## config.mk

```make
export PLATFORM = sky130hd
export DESIGN_NAME = serdes_tx_sched_flat
export DESIGN_NICKNAME = d
export VERILOG_FILES = /design/src/rtl/serdes_tx_sched_if.sv /design/src/rtl/serdes_tx_sched.sv /design/src/flat_wrapper.sv
export SDC_FILE = /design/constraint.sdc
export NUM_CORES = 1
export LEC_CHECK = 0
export ABC_AREA = 1
export BUFFER_PORTS_ARGS = -buffer_cell sky130_fd_sc_hd__buf_2
export CAP_MARGIN = 20
export CORE_UTILIZATION = 50
export CTS_CLUSTER_SIZE = 12
export DETAILED_ROUTE_END_ITERATION = 7
export HOLD_SLACK_MARGIN = 0.05
export PLACE_DENSITY = 0.75
export SYNTH_ARGS = -nofsm -noshare
export SYNTH_HDL_FRONTEND = slang
export SYNTH_SLANG_ARGS = --single-unit
```

## constraint.sdc

```tcl
create_clock -name clk -period 1.77 [get_ports clk]
set_clock_uncertainty 0.2 [all_clocks]
set_input_delay 0.0885 -clock clk [delete_from_list [all_inputs] [get_ports clk]]
set_output_delay 0.0885 -clock clk [all_outputs]
set_load 0.03 [all_outputs]
```

## src/rtl/serdes_tx_sched_if.sv

```systemverilog
// serdes_tx_sched_if
//   Request-side bundle for the transmit scheduler: two byte-wide
//   valid/ready channels.
//   master : requester side (drives valid/data, receives ready)
//   slave  : scheduler side (receives valid/data, drives ready)
interface serdes_tx_sched_if;
  logic       req0_valid;
  logic [7:0] req0_data;
  logic       req0_ready;
  logic       req1_valid;
  logic [7:0] req1_data;
  logic       req1_ready;

  modport master (
    output req0_valid, req0_data,
    input  req0_ready,
    output req1_valid, req1_data,
    input  req1_ready
  );

  modport slave (
    input  req0_valid, req0_data,
    output req0_ready,
    input  req1_valid, req1_data,
    output req1_ready
  );
endinterface

```

## src/rtl/serdes_tx_sched.sv

```systemverilog
// serdes_tx_sched
//   Round-robin arbiter over two byte channels. Each accepted byte is
//   framed as SYNC, HEADER {ch_id, seq} and DATA and shifted out MSB-first,
//   one bit per clock.
//
//   Optional feature macro: SERDES_PARITY_EN
//     defined   : a one-bit PAR state follows DATA carrying even parity
//                 over {HEADER, DATA}; frames are 25 bits
//     undefined : 24-bit frames
//
//   Ports
//     clk        : single clock, rising edge
//     rst        : synchronous active-high reset
//     en_i       : grant enable; an in-flight frame always completes
//     req_if     : slave modport, two valid/data/ready channels
//     tx_bit_o   : serial data, MSB-first
//     tx_frame_o : high while tx_bit_o carries frame bits
//     busy_o     : high from the accept cycle through the last frame bit
//
//   state | meaning
//   IDLE  | no frame on the line, accept point
//   SYNC  | shifting SYNC_WORD
//   HDR   | shifting {ch_id, seq}
//   DATA  | shifting the latched byte
//   PAR   | parity bit (SERDES_PARITY_EN only)
module serdes_tx_sched #(
  parameter logic [7:0] SYNC_WORD = 8'hA5,
  parameter int         SEQ_W     = 7
) (
  input  logic                clk,
  input  logic                rst,
  input  logic                en_i,
  serdes_tx_sched_if.slave    req_if,
  output logic                tx_bit_o,
  output logic                tx_frame_o,
  output logic                busy_o
);

  typedef enum logic [2:0] {
    ST_IDLE,
    ST_SYNC,
    ST_HDR,
`ifdef SERDES_PARITY_EN
    ST_DATA,
    ST_PAR
`else
    ST_DATA
`endif
  } state_t;

`ifdef SERDES_PARITY_EN
  localparam state_t LAST_ST = ST_PAR;
`else
  localparam state_t LAST_ST = ST_DATA;
`endif

  state_t           state_q;
  logic [2:0]       cnt_q;
  logic [SEQ_W-1:0] seq_q;
  logic             last_grant_q;
  logic [7:0]       hdr_q;
  logic [7:0]       data_q;
  logic             tx_bit_q;
  logic             tx_frame_q;

  logic       acc_pt;
  logic       any_valid;
  logic       gnt;
  logic       accept;
  logic [2:0] cnt_m1;
`ifdef SERDES_PARITY_EN
  logic       par;
`endif

  always_comb begin
    acc_pt    = (state_q == ST_IDLE) || ((state_q == LAST_ST) && (cnt_q == 3'd0));
    any_valid = req_if.req0_valid | req_if.req1_valid;
    // On a tie the channel not served last wins; otherwise the lone requester.
    gnt       = (req_if.req0_valid && req_if.req1_valid) ? ~last_grant_q : req_if.req1_valid;
    accept    = acc_pt & en_i & any_valid & ~rst;
    cnt_m1    = cnt_q - 3'd1;
`ifdef SERDES_PARITY_EN
    par       = ^{hdr_q, data_q};
`endif
  end

  assign req_if.req0_ready = accept & ~gnt;
  assign req_if.req1_ready = accept & gnt;
  assign busy_o            = (state_q != ST_IDLE) | accept;
  assign tx_bit_o          = tx_bit_q;
  assign tx_frame_o        = tx_frame_q;

  // Registered outputs are loaded with the bit of the state being entered,
  // so tx_bit_q always corresponds to (state_q, cnt_q).
  always_ff @(posedge clk) begin
    if (rst) begin
      state_q      <= ST_IDLE;
      cnt_q        <= 3'd0;
      seq_q        <= '0;
      last_grant_q <= 1'b1;
      hdr_q        <= 8'h00;
      data_q       <= 8'h00;
      tx_bit_q     <= 1'b0;
      tx_frame_q   <= 1'b0;
    end else if (accept) begin
      state_q      <= ST_SYNC;
      cnt_q        <= 3'd7;
      tx_bit_q     <= SYNC_WORD[7];
      tx_frame_q   <= 1'b1;
      hdr_q        <= {gnt, seq_q};
      data_q       <= gnt ? req_if.req1_data : req_if.req0_data;
      seq_q        <= seq_q + 1'b1;
      last_grant_q <= gnt;
    end else begin
      // Down-counter wraps 0 -> 7 on its own when moving to the next byte.
      cnt_q <= cnt_m1;
      case (state_q)
        ST_IDLE: begin
          cnt_q      <= 3'd0;
          tx_bit_q   <= 1'b0;
          tx_frame_q <= 1'b0;
        end
        ST_SYNC: begin
          if (cnt_q == 3'd0) begin
            state_q  <= ST_HDR;
            tx_bit_q <= hdr_q[7];
          end else begin
            tx_bit_q <= SYNC_WORD[cnt_m1];
          end
        end
        ST_HDR: begin
          if (cnt_q == 3'd0) begin
            state_q  <= ST_DATA;
            tx_bit_q <= data_q[7];
          end else begin
            tx_bit_q <= hdr_q[cnt_m1];
          end
        end
        ST_DATA: begin
          if (cnt_q == 3'd0) begin
`ifdef SERDES_PARITY_EN
            state_q    <= ST_PAR;
            cnt_q      <= 3'd0;
            tx_bit_q   <= par;
`else
            state_q    <= ST_IDLE;
            cnt_q      <= 3'd0;
            tx_bit_q   <= 1'b0;
            tx_frame_q <= 1'b0;
`endif
          end else begin
            tx_bit_q <= data_q[cnt_m1];
          end
        end
`ifdef SERDES_PARITY_EN
        ST_PAR: begin
          state_q    <= ST_IDLE;
          cnt_q      <= 3'd0;
          tx_bit_q   <= 1'b0;
          tx_frame_q <= 1'b0;
        end
`endif
        default: begin
          state_q    <= ST_IDLE;
          cnt_q      <= 3'd0;
          tx_bit_q   <= 1'b0;
          tx_frame_q <= 1'b0;
        end
      endcase
    end
  end

endmodule

```

## src/flat_wrapper.sv

```systemverilog
// flat-port wrapper written by rule: the top's interface ports become plain ports
module serdes_tx_sched_flat 
#(
  parameter logic [7:0] SYNC_WORD = 8'hA5,
  parameter int         SEQ_W     = 7
)
  (clk, rst, en_i, tx_bit_o, tx_frame_o, busy_o, req_if_req0_valid, req_if_req0_data, req_if_req0_ready, req_if_req1_valid, req_if_req1_data, req_if_req1_ready);
  serdes_tx_sched_if req_if_i ();
  input  logic clk;
  input  logic rst;
  input  logic en_i;
  output logic tx_bit_o;
  output logic tx_frame_o;
  output logic busy_o;
  input wire logic [$bits(req_if_i.req0_valid)-1:0] req_if_req0_valid;
  input wire logic [$bits(req_if_i.req0_data)-1:0] req_if_req0_data;
  output wire logic [$bits(req_if_i.req0_ready)-1:0] req_if_req0_ready;
  input wire logic [$bits(req_if_i.req1_valid)-1:0] req_if_req1_valid;
  input wire logic [$bits(req_if_i.req1_data)-1:0] req_if_req1_data;
  output wire logic [$bits(req_if_i.req1_ready)-1:0] req_if_req1_ready;
  assign req_if_i.req0_valid = req_if_req0_valid;
  assign req_if_i.req0_data = req_if_req0_data;
  assign req_if_req0_ready = req_if_i.req0_ready;
  assign req_if_i.req1_valid = req_if_req1_valid;
  assign req_if_i.req1_data = req_if_req1_data;
  assign req_if_req1_ready = req_if_i.req1_ready;
  serdes_tx_sched #(.SYNC_WORD(SYNC_WORD), .SEQ_W(SEQ_W)) u_core (.clk(clk), .rst(rst), .en_i(en_i), .req_if(req_if_i), .tx_bit_o(tx_bit_o), .tx_frame_o(tx_frame_o), .busy_o(busy_o));
endmodule
```

==> impl_metrics.py <==
metrics = {
    "yosys": {
        "synth_compound_area_share_pct": 13.40,
        "ys_seq_area_share_pct": 38.63,
        "synth.largest_area_cell": "dfxtp_1",
        "syn_area_sq_mm": 0.001607,
        "synth_top_area_share_pct": 38.63,
        "syn_inst": 220,
        "synth_fa_ha_area_share_pct": 7.788,
        "yosys.area_share.simple_pct": 29.67,
        "synth_top_family_by_area": "simple AND/OR/NAND/NOR gates",
        "yosys_register_bits": 31,
        "yosys.area_share.xor_xnor_pct": 2.181,
        "ys_warn_count": 0,
        "avgSynthCellArea_sq_um": 7.302,
        "synth.area.top_cells": "dfxtp_1, nand2_1, ha_1",
        "muxShareOfSynthArea_pct": 0,
        "yosysUniqueCellTypes": 27,
        "syn_nets": 251,
    },
    "min_path": {
        "hp-class": "in -> reg",
        "hp-start": "req_if_req1_valid",
    },
    "global_route": {
        "grt_use_total_pct": 27.97,
        "grt_pass1_wl_um": 7155,
        "grt_max_degree": 15,
        "antenna_found_initial": 0,
        "overflow": 0,
        "grt_pass1_vias": 1551,
    },
    "clocking": {
        "clockRootBuffer": "clkbuf_4",
        "cts_max_level": 2,
        "cts.sinks": 31,
        "numCtsBuffers": 5,
        "clk_pin_slew_ps": 100,
        "clock_path_buffers": 2,
        "cts_tree": "built",
        "clkLatencyLatePin_ps": 330,
    },
    "placement": {
        "pre_cts_ws_ps": 0.2901,
        "globalplace.congestion": 1.002,
        "io_buffers": 25,
        "place.detailed.hpwl_um": 2645,
        "placed_cells": 293,
    },
    "critical_path": {
        "critPathArrivalTime_ps": 1640,
        "crit_fanout": 5,
        "crit_path_start_kind": "register",
        "r2r_start": "u_core.cnt_q[0]",
        "path_class": "reg -> out",
        "crit_path_end_kind": "output pin",
        "critPathLaunch": "u_core.cnt_q[0]",
        "required_ps": 1480,
    },
    "power": {
        "leakage_nw": 1.012,
        "p_per_area_mw_per_mm2": 1042,
        "power.share.switching_pct": 35.58,
        "seq_power_share_pct": 33.9,
        "combPwrFrac_pct": 41.6,
        "p_int_mw": 1.548,
        "peakVddDrop_v": 0.0006262,
        "switchingPower_mw": 0.8550,
        "clock_power_share_pct": 24.5,
    },
    "floorplanning": {
        "pin_count": 26,
        "die_w_um": 58.69,
        "rows": 20,
        "chipHeight_um": 58.69,
        "initial_utilization_pct": 52.62,
        "dieArea_sq_mm": 0.003444,
        "core_sq_mm": 0.003053,
    },
    "layout": {
        "antenna_cells": 0,
        "final_nets": 316,
        "fin_cells": 330,
        "area_growth_pct": 43.61,
        "final_layout_size_suffix_gt1_share_pct": 27.27,
    },
    "routing": {
        "routedWlPerCell_um": 13.95,
        "met1_length_um": 1937,
        "wl_met2_um": 2283,
        "first_pass_iters": 4,
        "drtIter0Drc": 102,
        "num_vias": 1730,
        "wirelength_um": 4602,
        "antenna_left": 0,
        "post_drt_via_cell_ratio": 5.242,
        "drc": 0,
        "dr_wl_met3_um": 317,
        "routed.top_layer": "met4",
    },
    "timing": {
        "slew_headroom_pct": 81.17,
        "slew_violations": 0,
        "setup_ws_ps": -156.7,
        "tightestPinTransition_ps": 281.8,
        "rsz0062_at_grt": "true",
        "finalSetupViolCount": 15,
        "tns_ps": -957.5,
        "period_share_pct": 108.9,
        "period_minus_slack_ps": 1927,
        "hold_viol": 0,
        "clock.fmax_mhz": 519.0,
    },
    "status": {
        "status": "complete, but fails checks",
        "violations": "negative setup slack",
    },
    "job": {
        "drv_cap": 0,
    },
}
worst paths after layout:
check                           cells past startpoint                end  slack, ps
worst max-delay path                                9  req_if_req0_ready       -160
worst min-delay path                                5    u_core.seq_q[2]        140
worst max register to register                     11   u_core.data_q[3]       -120
worst min register to register                      2  u_core.tx_frame_o        270
metrics by stage:
step	hold slack [ps]	area [sq um]	total power [mW]	util (%)
after floorplan	-42.09	1634	1.379	-
after global placement	150.0	1864	1.591	61.07
after detailed placement	156.9	1864	1.607	61.07
after CTS	131.3	2235	2.311	73.20
after global routing	209.4	2307	2.544	75.57
final	142.6	2307	2.403	75.57
power groups by stage:
stage,combinational (mW),sequential (mW),clock [mW]
5_1_grt,1.09,0.823,0.632
3_5_place_dp,0.786,0.821,0
2_1_floorplan,0.550,0.829,0
6_report,0.999,0.816,0.589
4_1_cts,0.908,0.810,0.592
3_3_place_gp,0.772,0.820,0
kinds of logic after synthesis:
logic type | count (synthesis)
buffers and inverters | 34
adders and majority gates | 10
and+or+nand+nor | 105
xor gates and xnor gates | 4
DFF | 31
AOI/OAI and AO/OA | 36
worst max-delay path: stages, from the launching register on:
cell and delay, ps:
dfxtp_2 350, inv_4 60, ha_4 140, ha_4 130, nand2_2 60, nand2_4 70
nand3_4 110, buf_12 170, nor2_8 80, buf_6 130
timing repair:
| item | 4_1_cts | 5_1_grt |
|---|---|---|
| gates cloned | 0 | 1 |
| setup endpoints to repair | 11 | 23 |
| gates resized for setup | 14 | 18 |
| hold buffers | 20 | 0 |
| buffers inserted | 6 | 2 |
| endpoints found under the hold margin | 28 | 0 |
| pin swaps | 4 | 7 |
per-layer routing:
layer | up-vias | GRT usage (%)
met1 | 796 | 36.13
met5 | - | 0
met2 | 80 | 46.14
met4 | 0 | 8.844
met3 | 9 | 6.813
li1 | 845 | -
layout by cell type, fill, tap and decap left out, drive strengths merged, types with 7 or more instances in the layout:
cell	netlist	layout
inv	27	28
a31oi	9	9
dfxtp	31	31
nand2	73	73
o21ai	12	12
nand3	22	22
ha	10	10
dlygate4sd3	0	20
nor2	7	7
buf	5	44
sequential cells by signal, indices dropped and copies added, names as in the netlist:
signal	cells
u_core.cnt_q	3
u_core.state_q	2
u_core.seq_q	7
u_core.last_grant_q	1
u_core.tx_frame_o	1
u_core.data_q	8
u_core.tx_bit_o	1
u_core.hdr_q	8
Yosys cell counts:
cell      count
a21boi_0      1
dfxtp_1      31
nand3_1      21
nor2_8        2
a22oi_1       1
nand4_1       3
nand2_2       1
o21ai_0      12
ha_1         10
clkinv_1      1
o31ai_1       2
a31oi_1       9
clkbuf_1      1
a31o_2        1
xor2_1        3
nor2_1        5
inv_1        25
nand3_4       1
inv_2         2
a21oi_1       5
a211oi_1      1
nand2_1      72
o211ai_1      1
o21a_1        1
buf_2         5
o22ai_1       2
xnor2_1       1
layout make-up:
class	instances	area [sq um]
clock buffer	6	51.30
tap	44	55.05
inverter	28	107.6
fill	203	745.7
sequential	31	625.6
timing repair buffer	64	510.5
clock inverter	2	35.03
multi-input combinational	155	922.1
Power figures use the tool's default switching activity.
